==> config.mk <==
export PLATFORM = sky130hd
export DESIGN_NAME = keypad_scan_debounce
export DESIGN_NICKNAME = d
export VERILOG_FILES = /design/src/rtl/keypad_scan_debounce.sv
export SDC_FILE = /design/constraint.sdc
export NUM_CORES = 1
export LEC_CHECK = 0
export CAP_MARGIN = 15
export CORE_ASPECT_RATIO = 0.7
export CORE_MARGIN = 1.5
export CORE_UTILIZATION = 51
export DETAILED_ROUTE_END_ITERATION = 12
export GPL_TIMING_DRIVEN = 0
export MAX_ROUTING_LAYER = met4
export PLACE_DENSITY = 0.88
export SLEW_MARGIN = 20
export SYNTH_ARGS = -nofsm -noshare
export SYNTH_HDL_FRONTEND = slang
export SYNTH_SLANG_ARGS = --single-unit
==> constraint.sdc <==
create_clock -name clk_div -period 3.2 [get_ports clk_div]
set_input_delay 0.48 -clock clk_div [delete_from_list [all_inputs] [get_ports clk_div]]
set_output_delay 0.48 -clock clk_div [all_outputs]
set_load 0.01 [all_outputs]
==> src/rtl/keypad_scan_debounce.sv <==
// Row/column matrix keypad scanner: finds a pressed key, debounces press and release,
// and hands one linear key code per press to the consumer through a valid/ready handshake.
module keypad_scan_debounce #(
    parameter int ROWS            = 4,
    parameter int COLS            = 4,
    parameter int DEBOUNCE_CYCLES = 2,
    parameter int CODE_W          = $clog2(ROWS*COLS)
) (
    input  logic              clk_div,
    input  logic              rst,
    input  logic [ROWS-1:0]   sync_row,
    output logic [COLS-1:0]   col,
    output logic [CODE_W-1:0] key_code,
    output logic              key_valid,
    input  logic              key_ready,
    output logic              key_held
);

    localparam int CIDX_W = $clog2(COLS);
    localparam int ROW_W  = $clog2(ROWS);
    localparam int CNT_W  = 4;
    localparam logic [CNT_W-1:0]  DEB_LAST = CNT_W'(DEBOUNCE_CYCLES);
    localparam logic [CIDX_W-1:0] C_LAST   = CIDX_W'(COLS-1);

    typedef enum logic [2:0] {
        IDLE = 3'd0,
        SCAN = 3'd1,
        DEB  = 3'd2,
        EMIT = 3'd3,
        REL  = 3'd4
    } state_t;

    state_t             state_q,    state_d;
    logic [CIDX_W-1:0]  c_q,        c_d;
    logic [ROWS-1:0]    row_pat_q,  row_pat_d;
    logic [CNT_W-1:0]   cnt_q,      cnt_d;
    logic [CODE_W-1:0]  key_code_q, key_code_d;

    logic [CNT_W-1:0]   cnt_inc;
    logic [COLS-1:0]    col_onehot;
    logic [ROW_W-1:0]   low_row;
    logic [CODE_W-1:0]  deb_code;

    assign cnt_inc = cnt_q + CNT_W'(1);

    generate
        for (genvar gi = 0; gi < COLS; gi++) begin : g_col_dec
            assign col_onehot[gi] = (c_q == CIDX_W'(gi));
        end
    endgenerate

    // Descending loop so the lowest set row index is the one left standing
    always_comb begin
        low_row = '0;
        for (int r = ROWS - 1; r >= 0; r--) begin
            if (row_pat_q[r]) begin
                low_row = ROW_W'(r);
            end
        end
    end

    assign deb_code = CODE_W'(int'(low_row) * COLS + int'(c_q));

    always_ff @(posedge clk_div) begin
        if (rst) begin
            state_q    <= IDLE;
            c_q        <= '0;
            row_pat_q  <= '0;
            cnt_q      <= '0;
            key_code_q <= '0;
        end else begin
            state_q    <= state_d;
            c_q        <= c_d;
            row_pat_q  <= row_pat_d;
            cnt_q      <= cnt_d;
            key_code_q <= key_code_d;
        end
    end

    always_comb begin
        state_d    = state_q;
        c_d        = c_q;
        row_pat_d  = row_pat_q;
        cnt_d      = cnt_q;
        key_code_d = key_code_q;
        case (state_q)
            IDLE: begin
                if (sync_row != '0) begin
                    state_d = SCAN;
                    c_d     = '0;
                end
            end
            SCAN: begin
                if (sync_row != '0) begin
                    row_pat_d = sync_row;
                    cnt_d     = '0;
                    state_d   = DEB;
                end else if (c_q == C_LAST) begin
                    state_d = IDLE;
                end else begin
                    c_d = c_q + CIDX_W'(1);
                end
            end
            DEB: begin
                if (sync_row == row_pat_q) begin
                    cnt_d = cnt_inc;
                    if (cnt_inc == DEB_LAST) begin
                        key_code_d = deb_code;
                        state_d    = EMIT;
                    end
                end else begin
                    state_d = IDLE;
                end
            end
            EMIT: begin
                if (key_ready) begin
                    cnt_d   = '0;
                    state_d = REL;
                end
            end
            REL: begin
                if (sync_row == '0) begin
                    cnt_d = cnt_inc;
                    if (cnt_inc == DEB_LAST) begin
                        state_d = IDLE;
                    end
                end else begin
                    cnt_d = '0;
                end
            end
            default: begin
                state_d = IDLE;
            end
        endcase
    end

    // Outputs depend on the state register only
    always_comb begin
        col       = '1;
        key_valid = 1'b0;
        key_held  = 1'b0;
        case (state_q)
            SCAN, DEB: col       = col_onehot;
            EMIT:      key_valid = 1'b1;
            REL:       key_held  = 1'b1;
            default:   col       = '1;
        endcase
    end

    assign key_code = key_code_q;

endmodule
* Yosys cells after proc, flatten, opt, wreduce, memory -nomap -nowiden *
Index checks and enable logic that the tools add are counted.

word-level totals
  logic and storage cells = 64
  output and inout bits = 10
  memories = 0
  bits in latches = 0
  memory bits (writable) = 0
  register bits after elaboration = 17
  memory bits (read-only) = 0
  input port bits = 7

operators by class
  divide/modulo/power cells = 0
  reductions and logical operators = 12
  multipliers = 0
  $lt $le $gt $ge = 0
  add/subtract/negate cells = 3
  muxes and demuxes = 25
  equality and inequality tests = 19
  bitwise operators = 0
  shift-type cells = 0

operator list
  kind                                                              count
  3-bit 2-to-1 mux                                                  8
  4-bit 2-to-1 mux                                                  5
  2-bit inequality test (second input constant)                     8
  4-bit case mux with 4 select lines                                1
  3-bit case mux with 5 select lines                                1
  2-bit 2-to-1 mux                                                  7
  4-bit AND reduction                                               2
  4-bit nonzero test                                                2
  3-bit by 2-bit == test with 1-bit output (second input constant)  2
  3-bit inequality test (second input constant)                     2
  6-bit AND reduction                                               1
  4-bit by 1-bit adder with 4-bit output (second input constant)    1
  4-bit by 2-bit adder with 4-bit output                            1
  2-bit == test (second input constant)                             2
  4-bit by 2-bit == test with 1-bit output (second input constant)  1
  4-bit == test                                                     1
  4-bit logical NOT                                                 1
  2-bit case mux with 2 select lines                                1
  3-bit by 1-bit == test with 1-bit output (second input constant)  1
  3-bit == test (second input constant)                             1
  3-bit logical NOT                                                 1
  3-bit AND reduction                                               1
  2-bit by 1-bit adder with 2-bit output (second input constant)    1
  2-bit by 1-bit == test with 1-bit output (second input constant)  1
  5 further kinds                                                   6

* Logic depth before layout (Yosys ltp) *
  word-level depth = 5
  depth in mapped cells = 7
  depth with buffers taken out = 7

* Least setup slack after synthesis *
OpenSTA, ideal clock, no wires.

  kind = reg2reg
  from = register cnt_q[0]
  to = register key_code_q[0], in the netlist key_code[0]
  required time = 3.072 ns
  path slack = 1.339 ns
  data arrival time = 1.734 ns
  path buffers = 0
  library setup time = 0.128 ns
  stages on the path, launching flop included = 8
  clock period less this slack = 1.861 ns
  cells stage by stage = dfxtp_1 ha_1 and2_1 a21oi_1 o32a_1 nor3_2 mux2i_1 nor2_1

on the way
  longest elaborated chain between the ends = 3

RTL lines
  element                                   RTL line  RTL
  from (decl)                               36        logic [CNT_W-1:0] cnt_q, cnt_d;
  from (signal assigned)                    75        cnt_q <= cnt_d;
  4-bit by 1-bit adder with 4-bit output    44        assign cnt_inc = cnt_q + CNT_W'(1);
  4-bit by 2-bit == test with 1-bit output  107       if (cnt_inc == DEB_LAST) begin
  3-bit AND reduction (no source line)      --
  to (signal assigned)                      76        key_code_q <= key_code_d;
  to (decl)                                 37        logic [CODE_W-1:0] key_code_q, key_code_d;

No other way between the ends.
A chain may end at the register's enable or synchronous reset.

* Final worst setup path *
  from = register state_q[0]
  to = output port col[3]

on the way
  longest elaborated chain between the ends = 3
  elaborated cells on any way between the ends = 4
  those cells by class = eq/ne (2); mux (1); reduce/logical (1)

RTL lines
  element                                                                                                      RTL line  RTL
  from (decl)                                                                                                  33        state_t state_q, state_d;
  from (signal assigned)                                                                                       72        state_q <= state_d;
  3-bit by 1-bit == test with 1-bit output / 3-bit by 2-bit == test with 1-bit output (equally long branches)  142       case (state_q)
  2-bit OR reduction (*)                                                                                       142
  4-bit 2-to-1 mux (*)                                                                                         142
  to (decl)                                                                                                    12        output logic [COLS-1:0] col,

Every way passes the cells marked *; elsewhere a longest branch is shown, timed or not.

==> flow_summary.yaml <==
timing:
  clock.fmax_mhz: 358
  hold_viol_final: 0
  final_min_period_over_clock_period_pct: 87.2
  layout_min_cycle_time_ns: 2.79
  fin_worst_skew_ns: 0.00224
  tns_ns: 0
  grt_setup_unrepaired: "false"
  timing.final.max_slew_violations: 0
  report.final.setup_viol: 0
  remaining_max_slew_budget_at_the_tightest_pin_pct: 61.8
  worst_pin_slew_ns: 0.571
floorplanning:
  die_w_um: 56.9
  design.portCount: 17
  num_rows: 13
  initial_standard_cell_utilization_of_the_core_pct: 55.0
  fp.dieArea_mm2: 0.00232
  vertical_die_dimension_um: 40.8
  core_area_mm2: 0.00189
routing:
  detailedRoute.firstPassIterationCount: 4
  detail_route.wirelength_um: 2380
  drt-initial-drc-count: 38
  total_number_of_vias: 984
  post_drt_via_cell_ratio: 5.79
  route.antenna.remaining_nets: 0
  route.detailed.drc: 0
  wire_per_inst_um: 14.0
power:
  power_per_cell_area_mw_per_mm2: 510
  total_power_uw: 634
  vdd.ir_drop.worst_mv: 0.407
  power.leakage_nw: 0.438
critical_path:
  worstReg2RegStart: "cnt_q[0]"
  critPathRequiredTime_ns: 2.72
  critPathMaxStageDelay_ns: 0.50
  cp_common_cell: "sky130_fd_sc_hd__nor2_1"
  critPathArrivalTime_ns: 2.31
  crit_path_top_delay_cell: "sky130_fd_sc_hd__dfxtp_1"
  timing.rr.end: "key_code[2]"
  startpoint_type: "flop"
  reg2reg_slack_ns: 1.07
  critPathMaxFanout: 8
  end_kind: "primary output"
  critPathKind: "reg2out"
  cp_cell_sequence: "nand2b_1 -> nor2_1 -> nor2_1 -> or2_2 -> clkdlybuf4s50_1"
  register_to_register_path_depth: 7
logic_synthesis:
  yosysWarningCount: 0
  syn-instance-count: 129
  seq_cells_post_synth: 17
  synthesis.area_mm2: 0.00104
  yosysUniqueCellTypes: 39
  synth_top_family_by_area: "simple AND/OR/NAND/NOR gates"
  synth.mux.area_fraction_pct: 3.86
  synthesis.area_per_instance_um2: 8.05
  synth_xor_area_share_pct: 3.37
  synth_compound_area_share_pct: 20.5
  synth_top_cell_area_share_pct: 32.8
  synth.largest_area_cell: "sky130_fd_sc_hd__dfxtp_1"
  synth_fa_ha_area_share_pct: 7.23
  synth_simple_gate_area_share_pct: 27.1
  syn_nets: 142
  yosysSeqAreaShare_pct: 32.8
  yosys-top-cells-area: "sky130_fd_sc_hd__dfxtp_1 (33%), sky130_fd_sc_hd__nor2_1 (7.6%), sky130_fd_sc_hd__ha_1 (7.2%)"
clocking:
  cts-root-buf: "sky130_fd_sc_hd__clkbuf_4"
  cts-hold-fix-buffers: 0
  ctsHtreeMaxLevel: 1
  cts_inserted_buffers: 3
  insertion_delay_ns: 0.31
  tritoncts_num_sinks: 17
  cts.repair.resized: 0
  path_clk_slew_ns: 0.11
  post_cts_buffers: 0
  cts_tree: "done"
  maximum_buffer_depth_of_the_clock_tree: 2
global_routing:
  initial_antenna_violation_count: 0
  grt_pass1_vias: 875
  top_usage_layer: "met2"
  met3_usage_pct: 6.62
  groute.layer.met1.usage_pct: 26.0
  grt_max_degree: 11
  met2_usage_pct: 40.8
  wire_length_of_the_first_global_routing_pass_um: 3830
  overflow: 0
  gr-usage-all-layers_pct: 23.0
finish:
  antenna-diode-count: 0
  fin_nets: 162
  drive_above_1_share_pct: 10.8
  layout.cells.most_common_list: "sky130_fd_sc_hd__nor2_1 (21), sky130_fd_sc_hd__dfxtp_1 (17), sky130_fd_sc_hd__clkdlybuf4s50_1 (15), sky130_fd_sc_hd__nand2_1 (10), sky130_fd_sc_hd__a21oi_1 (10)"
  finish.utilization_pct: 65.9
  syn_to_final_growth_pct: 19.8
  final_common_cell: "sky130_fd_sc_hd__nor2_1"
job:
  timing.max_cap.violations: 0
hold_path:
  hold_path.class: "reg2reg"
  whs_path_depth: 2
  hold_path.startpoint: "key_code[3]"
  holdPathEnd: "key_code[3]"
placed_design:
  place.detailed.hpwl_um: 1780
  gp_congestion: 0.885
  io_buffers: 15
run_status:
  status: "complete, no violations"
## flip-flops by register name (all words and copies together), names as in the netlist
| signal | cells |
|---|---|
| c_q | 2 |
| row_pat_q | 4 |
| key_code | 4 |
| state_q | 3 |
| cnt_q | 4 |
## Yosys cell counts
cell type	instances
sky130_fd_sc_hd__xnor2_1	4
sky130_fd_sc_hd__a22o_1	1
sky130_fd_sc_hd__a2111oi_0	1
sky130_fd_sc_hd__ha_1	6
sky130_fd_sc_hd__o32ai_2	1
sky130_fd_sc_hd__a22oi_1	5
sky130_fd_sc_hd__o21ai_1	1
sky130_fd_sc_hd__nor3_1	4
sky130_fd_sc_hd__nor3_2	1
sky130_fd_sc_hd__a211oi_1	2
sky130_fd_sc_hd__clkbuf_1	1
sky130_fd_sc_hd__nand4_1	1
sky130_fd_sc_hd__o32a_1	1
sky130_fd_sc_hd__inv_1	8
sky130_fd_sc_hd__nor3b_1	1
sky130_fd_sc_hd__nor2_1	21
sky130_fd_sc_hd__or2_2	4
sky130_fd_sc_hd__or3_1	2
sky130_fd_sc_hd__or4_4	1
sky130_fd_sc_hd__nor2b_1	2
sky130_fd_sc_hd__o211ai_2	1
sky130_fd_sc_hd__dfxtp_1	17
sky130_fd_sc_hd__o21ai_0	3
sky130_fd_sc_hd__buf_2	1
sky130_fd_sc_hd__nand3b_1	1
sky130_fd_sc_hd__a21oi_1	10
sky130_fd_sc_hd__buf_1	1
sky130_fd_sc_hd__and4_1	2
sky130_fd_sc_hd__a31oi_1	2
sky130_fd_sc_hd__nand2b_1	1
sky130_fd_sc_hd__and2_1	1
sky130_fd_sc_hd__mux2i_1	4
sky130_fd_sc_hd__nor4_1	1
sky130_fd_sc_hd__a211oi_2	1
sky130_fd_sc_hd__nand2_1	10
sky130_fd_sc_hd__nand3_1	2
sky130_fd_sc_hd__or2_1	1
sky130_fd_sc_hd__buf_6	1
sky130_fd_sc_hd__o21ai_2	1
## routing by layer
layer	share of wire, %	wire, um
met1	46	1100
met4	0.80	19
met5	0	0
met2	47	1130
met3	5.4	128
## cells by family (layout without fill, tap and decap cells)
logic type      count (synthesis)  in the layout
xor+xnor                        4              4
buf+inv                        12             31
flops                          17             17
fa+ha+maj                       6              6
mux                             4              4
compound gates                 30             30
simple gates                   56             56
## layout make-up
type | count | area, um^2
Buffer | 4 | 23.8
Clock buffer | 3 | 22.5
Clock inverter | 1 | 5.00
Fill cell | 168 | 643
Inverter | 8 | 30.0
Multi-Input combinational cell | 100 | 644
Sequential cell | 17 | 340
Tap cell | 22 | 27.5
Timing Repair Buffer | 15 | 150
## metrics by stage
step | hold WS [ns] | setup slack, ns | instance area (um^2) | cells
finish | 0.513 | 0.409 | 1240 | 170
global route | 0.552 | 0.227 | 1240 | 170
CTS | 0.515 | 0.458 | 1240 | 170
detailed placement | 0.487 | 0.710 | 1220 | 166
global placement | 0.474 | 0.798 | 1220 | 166
floorplan | 0.476 | 1.34 | 1040 | 129
## critical path, delay by kind of cell (launching register included)
kind                   cells  cell delay, ns
buffers and inverters      1            0.48
DFF                        1            0.50
and+or+nand+nor            4            1.02
## how the worst max path moves through the flow
stage	startpoint	slack, ns	endpoint	depth (start not counted)
after floorplan	cnt_q[0]	1.34	key_code[0]	7
after global placement	sync_row[3]	0.80	c_q[0]	7
after detailed placement	sync_row[3]	0.71	c_q[0]	7
after CTS	state_q[0]	0.46	col[3]	5
after global routing	state_q[0]	0.23	col[1]	5
final	state_q[0]	0.41	col[3]	5
## where the power goes
| group | switching [mW] | internal [mW] |
|---|---|---|
| Sequential | 0.0266 | 0.231 |
| Combinational | 0.132 | 0.116 |
| Clock | 0.0820 | 0.0469 |
| Total | 0.240 | 0.393 |
No activity file was read; power rests on OpenSTA's default activity.
